`src/rtl/axis_in_fifo.sv`:
```
// axis_in_fifo: buffered AXI-Stream input stage, 64-bit beats.
//
// The FIFO sits between the DMA read channel and the accelerator stream slave.
// It is first-word fall-through: the head entry is held in a reset-cleared
// register, so the m_* outputs are always registers.
//
// The FIFO counts buffered beats (level) and complete TLAST-terminated frames
// (frames).
//
// Optional feature, selected by macro AXIS_IN_FIFO_STORE_FWD_EN:
//   defined     - store-and-forward. m_tvalid rises only once a complete frame
//                 is resident, or once the buffer is full. The full case lets an
//                 oversized frame out in cut-through so the FIFO cannot deadlock.
//   not defined - pure cut-through. m_tvalid = (level != 0).
module axis_in_fifo #(
    parameter  int DEPTH = 16,
    localparam int AW    = $clog2(DEPTH)
) (
    input  logic          clk,
    input  logic          reset,
    input  logic          clear,
    input  logic [63:0]   s_tdata,
    input  logic [7:0]    s_tstrb,
    input  logic          s_tlast,
    input  logic          s_tvalid,
    output logic          s_tready,
    output logic [63:0]   m_tdata,
    output logic [7:0]    m_tstrb,
    output logic          m_tlast,
    output logic          m_tvalid,
    input  logic          m_tready,
    output logic [AW:0]   level,
    output logic [AW:0]   frames
);

    localparam int          EW       = 73;               // {tlast, tstrb[7:0], tdata[63:0]}
    localparam logic [AW-1:0] PTR_ONE  = AW'(1);
    localparam logic [AW:0]   CNT_ONE  = (AW+1)'(1);
    localparam logic [AW:0]   CNT_ZERO = (AW+1)'(0);
    localparam logic [AW:0]   CNT_FULL = (AW+1)'(DEPTH);

    // Storage and state
    logic [EW-1:0] mem_r [DEPTH];
    logic [EW-1:0] head_r;
    logic [AW-1:0] wp_r;
    logic [AW-1:0] rp_r;
    logic [AW:0]   level_r;
    logic [AW:0]   frames_r;
    logic          s_tready_r;
    logic          m_tvalid_r;

    // Next-state and handshake signals
    logic          push_s;
    logic          pop_s;
    logic [AW-1:0] rp_inc_s;
    logic [AW-1:0] rp_nxt_s;
    logic [AW-1:0] wp_nxt_s;
    logic [AW:0]   level_nxt_s;
    logic [AW:0]   frames_nxt_s;
    logic [EW-1:0] head_nxt_s;
    logic [EW-1:0] din_s;
    logic          s_tready_nxt_s;
    logic          m_tvalid_nxt_s;
    logic          frame_in_s;
    logic          frame_out_s;

    assign din_s = {s_tlast, s_tstrb, s_tdata};

    // Handshakes use only registered ready/valid, so there is no m_tready -> s_tready path
    always_comb begin
        push_s      = s_tvalid & s_tready_r;
        pop_s       = m_tvalid_r & m_tready;
        frame_in_s  = push_s & s_tlast;
        frame_out_s = pop_s & head_r[EW-1];
        rp_inc_s    = rp_r + PTR_ONE;
    end

    // Pointer, beat-count and frame-count next state; clear overrides any handshake
    always_comb begin
        wp_nxt_s     = wp_r;
        rp_nxt_s     = rp_r;
        level_nxt_s  = level_r;
        frames_nxt_s = frames_r;
        if (clear) begin
            wp_nxt_s     = {AW{1'b0}};
            rp_nxt_s     = {AW{1'b0}};
            level_nxt_s  = CNT_ZERO;
            frames_nxt_s = CNT_ZERO;
        end else begin
            if (push_s) begin
                wp_nxt_s = wp_r + PTR_ONE;
            end else begin
                wp_nxt_s = wp_r;
            end
            if (pop_s) begin
                rp_nxt_s = rp_inc_s;
            end else begin
                rp_nxt_s = rp_r;
            end
            case ({push_s, pop_s})
                2'b10:   level_nxt_s = level_r + CNT_ONE;
                2'b01:   level_nxt_s = level_r - CNT_ONE;
                default: level_nxt_s = level_r;
            endcase
            case ({frame_in_s, frame_out_s})
                2'b10:   frames_nxt_s = frames_r + CNT_ONE;
                2'b01:   frames_nxt_s = frames_r - CNT_ONE;
                default: frames_nxt_s = frames_r;
            endcase
        end
    end

    // Head register tracks the entry at the read pointer. A beat written into the
    // slot that becomes the head is bypassed straight in. Otherwise the head
    // reloads only on a pop, so stale content stays stable while the FIFO is empty.
    always_comb begin
        head_nxt_s = head_r;
        if (clear) begin
            head_nxt_s = {EW{1'b0}};
        end else if (push_s && (wp_r == rp_nxt_s)) begin
            head_nxt_s = din_s;
        end else if (pop_s) begin
            head_nxt_s = mem_r[rp_inc_s];
        end else begin
            head_nxt_s = head_r;
        end
    end

    // Output flag next state, computed from the post-edge counts
    always_comb begin
        s_tready_nxt_s = (level_nxt_s != CNT_FULL);
`ifdef AXIS_IN_FIFO_STORE_FWD_EN
        m_tvalid_nxt_s = (frames_nxt_s != CNT_ZERO) | (level_nxt_s == CNT_FULL);
`else
        m_tvalid_nxt_s = (level_nxt_s != CNT_ZERO);
`endif
    end

    // Beat storage: written on an accepted push unless a flush is in progress (not reset)
    always_ff @(posedge clk) begin
        if (push_s && !clear) begin
            mem_r[wp_r] <= din_s;
        end else begin
            mem_r[wp_r] <= mem_r[wp_r];
        end
    end

    // Control state and registered outputs, async reset to the empty state
    always_ff @(posedge clk or posedge reset) begin
        if (reset) begin
            wp_r       <= {AW{1'b0}};
            rp_r       <= {AW{1'b0}};
            level_r    <= CNT_ZERO;
            frames_r   <= CNT_ZERO;
            head_r     <= {EW{1'b0}};
            s_tready_r <= 1'b1;
            m_tvalid_r <= 1'b0;
        end else begin
            wp_r       <= wp_nxt_s;
            rp_r       <= rp_nxt_s;
            level_r    <= level_nxt_s;
            frames_r   <= frames_nxt_s;
            head_r     <= head_nxt_s;
            s_tready_r <= s_tready_nxt_s;
            m_tvalid_r <= m_tvalid_nxt_s;
        end
    end

    assign s_tready = s_tready_r;
    assign m_tvalid = m_tvalid_r;
    assign m_tlast  = head_r[EW-1];
    assign m_tstrb  = head_r[71:64];
    assign m_tdata  = head_r[63:0];
    assign level    = level_r;
    assign frames   = frames_r;

endmodule

```
`config.mk`:
```
export PLATFORM = sky130hd
export DESIGN_NAME = axis_in_fifo
export DESIGN_NICKNAME = d
export VERILOG_FILES = /design/src/rtl/axis_in_fifo.sv
export SDC_FILE = /design/constraint.sdc
export NUM_CORES = 2
export LEC_CHECK = 0
export BUFFER_PORTS_ARGS = -buffer_cell sky130_fd_sc_hd__clkbuf_2
export CAP_MARGIN = 25
export CORE_AREA = 2 2 383 385
export DETAILED_ROUTE_END_ITERATION = 10
export DIE_AREA = 0 0 385 387
export PLACE_DENSITY = 0.52
export SLEW_MARGIN = 20
export SYNTH_ARGS = -nofsm -noshare
export SYNTH_HDL_FRONTEND = slang
export SYNTH_SLANG_ARGS = --single-unit
```
`constraint.sdc`:
```
create_clock -name clk -period 6.2 [get_ports clk]
set_input_delay 0.31 -clock clk [delete_from_list [all_inputs] [get_ports clk]]
set_output_delay 0.31 -clock clk [all_outputs]
set_load 0.05 [all_outputs]
```
# Yosys cells after proc, flatten, opt, wreduce, memory -nomap -nowiden
# Memories as Yosys holds them, arrays and structs flattened.
# Cells that the tools add are included.
# W data, S select, Z words.
[classes]
n_addsub = 6
n_eq_ne = 7
n_mux = 15
bitwise = 5
n_reduce_logical = 8
[ops]
columns = ["cell", "n"]
rows = [
  ["$mux W73", 4],
  ["$pmux W5 S2", 2],
  ["$mux W4", 4],
  ["$add A5 B1 Y5 const B", 2],
  ["$mux W5", 2],
  ["$sub A5 B1 Y5 const B", 2],
  ["$add A4 B1 Y4 const B", 2],
  ["$reduce_bool A3 Y1", 2],
  ["$ne A5 B5 Y1 const B", 1],
  ["$reduce_bool A5 Y1", 1],
  ["$and A1 B1 Y1", 4],
  ["$eq A2 B1 Y1 const B", 2],
  ["$eq A2 B2 Y1 const B", 2],
  ["$eq A4 B4 Y1", 1],
  ["$mux W1", 3],
  ["$logic_and A1 B1 Y1", 2],
  ["$reduce_and A2 Y1", 1],
  ["$reduce_bool A2 Y1", 1],
  ["$logic_not A1 Y1", 1],
  ["$ne A0 B0 Y1", 1],
  ["$or A1 B1 Y1", 1],
]
[totals]
ff_bits = 93
ram_bits = 1168
out_inout_bits = 85
wordCells = 49
memories = 1
[memory_table]
columns = ["memory", "words", "word_bits", "read_ports", "rd_ports_with_merged_regs", "wr", "line_no", "text"]
rows = [
  ["mem_r", 16, 73, 1, 0, 1, "43", "logic [EW-1:0] mem_r [DEPTH];"],
]

# Depth between registers and ports, before layout
[depth]
ltp_word = 7
ltp_mapped = 12
depth_no_buf = 11

# Worst setup path after synthesis
# OpenSTA, ideal clock, no wires.
[synth_timing]
kind = "reg2reg"
start = "register s_tready_r (netlist: s_tready)"
end = "memory mem_r[2][0], enable pin"
setup_time_ns = 0.594
arrival_ns = 6.417
path_slack_ns = -0.811
path_stages_with_launch = 6
synth_period_minus_slack_ns = 7.011
path_cell_list = "dfstp_2 -> and2_1 -> clkbuf_1 -> inv_1 -> clkbuf_1 -> nor3_1"
[synth_between]
elab_chain_cells = 5
elab_cells_between_ends = 7
classes_between = "mux: 3; bitwise: 2; reduce/logical: 2"
[synth_rtl]
columns = ["element", "line_no", "text"]
rows = [
  ["from (decl)", "49", "logic s_tready_r;"],
  ["from (signal assigned)", "164", "s_tready_r <= s_tready_nxt_s;"],
  ["$and A1 B1 Y1 *", "71", "push_s = s_tvalid & s_tready_r;"],
  ["$logic_and A1 B1 Y1 *", "141", "if (push_s && !clear) begin"],
  ["$mux W1 (on tied branches)", "141, 144", ""],
  ["$mux W1 (not written as such) / $reduce_and A2 Y1 (equally long branches)", "n/a", ""],
  ["$or A1 B1 Y1 (no line) *", "n/a", ""],
  ["to (decl)", "43", ""],
]
# Mark *: on every way between the ends. The rest lies on a longest branch, timed or not.

# Worst setup path in the final report
[layout_timing]
start = "register rp_r[0]"
end = "register head_r[47]"
[layout_between]
elab_chain_cells = 7
elab_cells_between_ends = 10
classes_between = "add/sub: 1; eq/ne: 1; mux: 5; reduce/logical: 2; memory: 1"
[layout_rtl]
columns = ["element", "line_no", "text"]
rows = [
  ["from (decl)", "46", "logic [AW-1:0] rp_r;"],
  ["from (signal assigned)", "152", "rp_r <= {AW{1'b0}};"],
  ["from (signal assigned)", "160", "rp_r <= rp_nxt_s;"],
  ["$add A4 B1 Y4", "75", "rp_inc_s = rp_r + PTR_ONE;"],
  ["$mux W4 *", "95", "if (pop_s) begin"],
  ["$mux W4 *", "84", "if (clear) begin"],
  ["via rp_nxt_s[0]", "56", "logic [AW-1:0] rp_nxt_s;"],
  ["$eq A4 B4 Y1 *", "120", "end else if (push_s && (wp_r == rp_nxt_s)) begin"],
  ["$logic_and A1 B1 Y1 *", "120", ""],
  ["$mux W73", "120", ""],
  ["$mux W73", "118", "if (clear) begin"],
  ["to (signal assigned)", "155", "head_r <= {EW{1'b0}};"],
  ["to (signal assigned)", "163", "head_r <= head_nxt_s;"],
  ["to (decl)", "44", "logic [EW-1:0] head_r;"],
]
# The timed path passes the listed nets; every way through them passes the cells marked *. The select of a mux whose other input is x is not followed.
# A chain may end at the register's enable or synchronous reset.

==> results.sh <==
export IMPL_powerDensity_nw_per_um2=361
export IMPL_arrival_ns=4.66
export IMPL_cts_repair_resized=0
export IMPL_maxSlewViolCount=0
export IMPL_status="finished clean"
export IMPL_register_area_um2=37400
export IMPL_ir_worst_vdd_mv=0.281
export IMPL_critPathMaxFanout=36
export IMPL_skew_ns=0.0228
export IMPL_tritoncts="yes"
export IMPL_fillerInstances=12800
export IMPL_finalCritPeriodShare=0.647
export IMPL_post_drt_wl_per_cell_um=27.2
export IMPL_crit_type="reg -> reg"
export IMPL_post_cts_buffers=0
export IMPL_yosysTopAreaCell="edfxtp_1"
export IMPL_cts_sink_count=1261
export IMPL_postRouteAntennaNets=0
export IMPL_synth_top_area_share=0.698
export IMPL_cp_buffers_inverters=2
export IMPL_grt_met2_usage=0.290
export IMPL_regToRegStartpoint="rp_r[0]$_DFF_PP0_"
export IMPL_drc_errors=0
export IMPL_syn2layout_area_growth_pct=16.9
export IMPL_fp_coreArea_um2=145000
export IMPL_required_ns=6.85
export IMPL_crit_path_start_kind="register"
export IMPL_cts_hold_buffers=74
export IMPL_synth_xor_xnor_area_share=0.00311
export IMPL_setup_ws_ns=2.19
export IMPL_overflow=0
export IMPL_hp_class="in -> async"
export IMPL_rsz0062_at_grt="false"
export IMPL_hpwl_um=67400
export IMPL_use_met3=0.0390
export IMPL_dieArea_um2=149000
export IMPL_yosys_area_share_simple=0.0386
export IMPL_netlist_area_um2=50300
export IMPL_setup_tns_ns=0
export IMPL_clkLatencyLatePin_ns=0.75
export IMPL_synth_cells=2439
export IMPL_numCtsBuffers=136
export IMPL_met1_usage=0.233
export IMPL_die_w_um=385
export IMPL_synth_nets=2528
export IMPL_finalInstanceArea_um2=58800
export IMPL_dr_pass1_iters=5
export IMPL_num_rows=140
export IMPL_end_kind="register"
export IMPL_ys_seq_area_frac=0.744
export IMPL_timing_fmax_mhz=249
export IMPL_crit_chain="buf_4, a21bo_1, a21oi_1, mux2i_1, and4_4, buf_12, a2111oi_4, nor3_1"
export IMPL_drive_above_1_share=0.291
export IMPL_hold_viol_final=0
export IMPL_grt_max_degree=119
export IMPL_via_per_inst=5.24
export IMPL_portBuffers=162
export IMPL_mostFrequentLayoutCell="edfxtp_1"
export IMPL_first_global_vias=26700
export IMPL_root_buffer="clkbuf_16"
export IMPL_grt_util_all_layers=0.175
export IMPL_clkTransAtPathRegs_ns=0.06
export IMPL_synth_async_reset_ratio=0.0738
export IMPL_place_area_um2=53500
export IMPL_worstMarginPinSlew_ns=1.07
export IMPL_max_stage_delay_ns=0.94
export IMPL_synth_compound_gate_area_share=0.0498
export IMPL_p_leak_nw=18.5
export IMPL_start_util=0.347
export IMPL_crit_start="rp_r[0]$_DFF_PP0_"
export IMPL_dp_cells=4425
export IMPL_setup_violations=0
export IMPL_htreeDepth=4
export IMPL_yosys_top_cells_area="edfxtp_1 70%, mux4_2 13%, dfrtp_1 4.6%, a2111oi_4 3.8%, mux2i_1 1.6%"
export IMPL_fin_nets=2812
export IMPL_multi_input_area_um2=12200
export IMPL_final_cells=4758
export IMPL_synth_ff_type="edfxtp_1"
export IMPL_grt_first_pass_wirelength_um=188000
export IMPL_preCtsSetupSlack_ns=2.11
export IMPL_avgSynthCellArea_um2=20.6
export IMPL_grt_most_used_layer="met2"
export IMPL_initialDrtViolationCount=2050
export IMPL_final_cell_mix="1168 x edfxtp_1, 292 x mux4_2, 161 x clkbuf_2, 160 x nand2_1, 152 x nor3_1"
export IMPL_synthMuxAreaShare=0.147
export IMPL_cts_buffer_depth=3
export IMPL_ios=163
export IMPL_die_y_um=387
export IMPL_ys_seq_elements=1261
export IMPL_cap_viol_max_count=0
export IMPL_synthAdderAreaFrac=0.00289
export IMPL_ys_warn_count=0
export IMPL_critical_path_slowest_cell="and4_4"
export IMPL_synth_top_family_by_area="multiplexers"
export IMPL_route_vias_total=24900
export IMPL_synth_edff_count=1168
export IMPL_fin_crit_ns=4.01
export IMPL_wirelength_um=129000
export IMPL_antenna_found_initial=11
export IMPL_cpLargestDelayFamily="simple AND/OR/NAND/NOR gates"
export IMPL_slew_headroom=0.288
export IMPL_gp_congestion=0.733
export IMPL_synth_distinct_cells=45
registers in the layout, indices dropped and copies added, names as in the netlist:
name and flops:
frames 5, head_r 73, level 5, m_tvalid 1
mem_r 1168, rp_r 4, s_tready 1, wp_r 4
final cells by class:
type,count,share of cell area
flip-flops and latches,1261,0.636
multi-input cells,1014,0.208
clock buffers,189,0.0656
well taps,1917,0.0408
repair buffers,301,0.0377
clock inverters,62,0.0105
inverters,9,0.000617
diodes,5,0.000213
worst paths after layout:
path                                                 to  slack [ns]  cells after the start
worst max-delay path             head_r[47]$_DFFE_PP0P_        2.19                      8
worst max register to register   head_r[47]$_DFFE_PP0P_        2.19                      8
worst min-delay path             head_r[29]$_DFFE_PP0P_        0.13                      3
min in group clk                mem_r[13][72]$_DFFE_PP_        0.14                      1
max in group asynchronous             rp_r[0]$_DFF_PP0_        4.58                      4
worst min register to register    frames[4]$_DFFE_PP0P_        0.58                      2
metal layers:
| layer | up-vias | wire length (um) |
|---|---|---|
| li1 | 10600 | - |
| met1 | 13500 | 55600 |
| met2 | 611 | 64500 |
| met3 | 161 | 7130 |
| met4 | 12 | 2150 |
| met5 | - | 59 |
stage by stage:
step	power, mW	hold slack (ns)	util
final	21.2	0.134	0.406
after global routing	22.0	0.106	0.406
after CTS	21.5	0.0588	0.405
after detailed placement	13.4	0.315	0.369
after global placement	13.3	0.316	0.369
after floorplan	12.4	0.409	-
power by group:
group          leakage, nW  internal [mW]  total (mW)  switching, mW
Clock                 2.19           4.75        8.03           3.28
Sequential            11.7           9.47        9.69          0.221
Combinational         4.57           1.46        3.50           2.04
cell usage after synthesis, types with 3 or more instances:
master     count
dfrtp_1       92
a21oi_1       82
a2111oi_4     70
buf_1          7
inv_1          8
xnor2_1       11
a2111oi_0      3
nand2_1      162
and2_1        13
a21o_1         3
clkbuf_1      90
o21ai_0        4
nand3_1        4
buf_6         10
xor2_1         5
mux2i_1       79
buf_2         48
edfxtp_1    1168
a21boi_0       3
nor3_1       154
mux4_2       292
nor2_1        92
ha_1          10
cells by family after synthesis:
family,Yosys count
xor gates and xnor gates,17
AOI/OAI and AO/OA,174
muxes,372
buffers and inverters,164
DFF,1261
adders and majority gates,11
and+or+nand+nor,440
worst register-to-register path, cell delays in order, from the launching register on:
cell       delay (ns)
dfrtp_4          0.69
buf_4            0.65
a21bo_1          0.29
a21oi_1          0.24
mux2i_1          0.28
and4_4           0.94
buf_12           0.45
a2111oi_4        0.13
nor3_1           0.25
No activity file was read; power rests on OpenSTA's default activity.
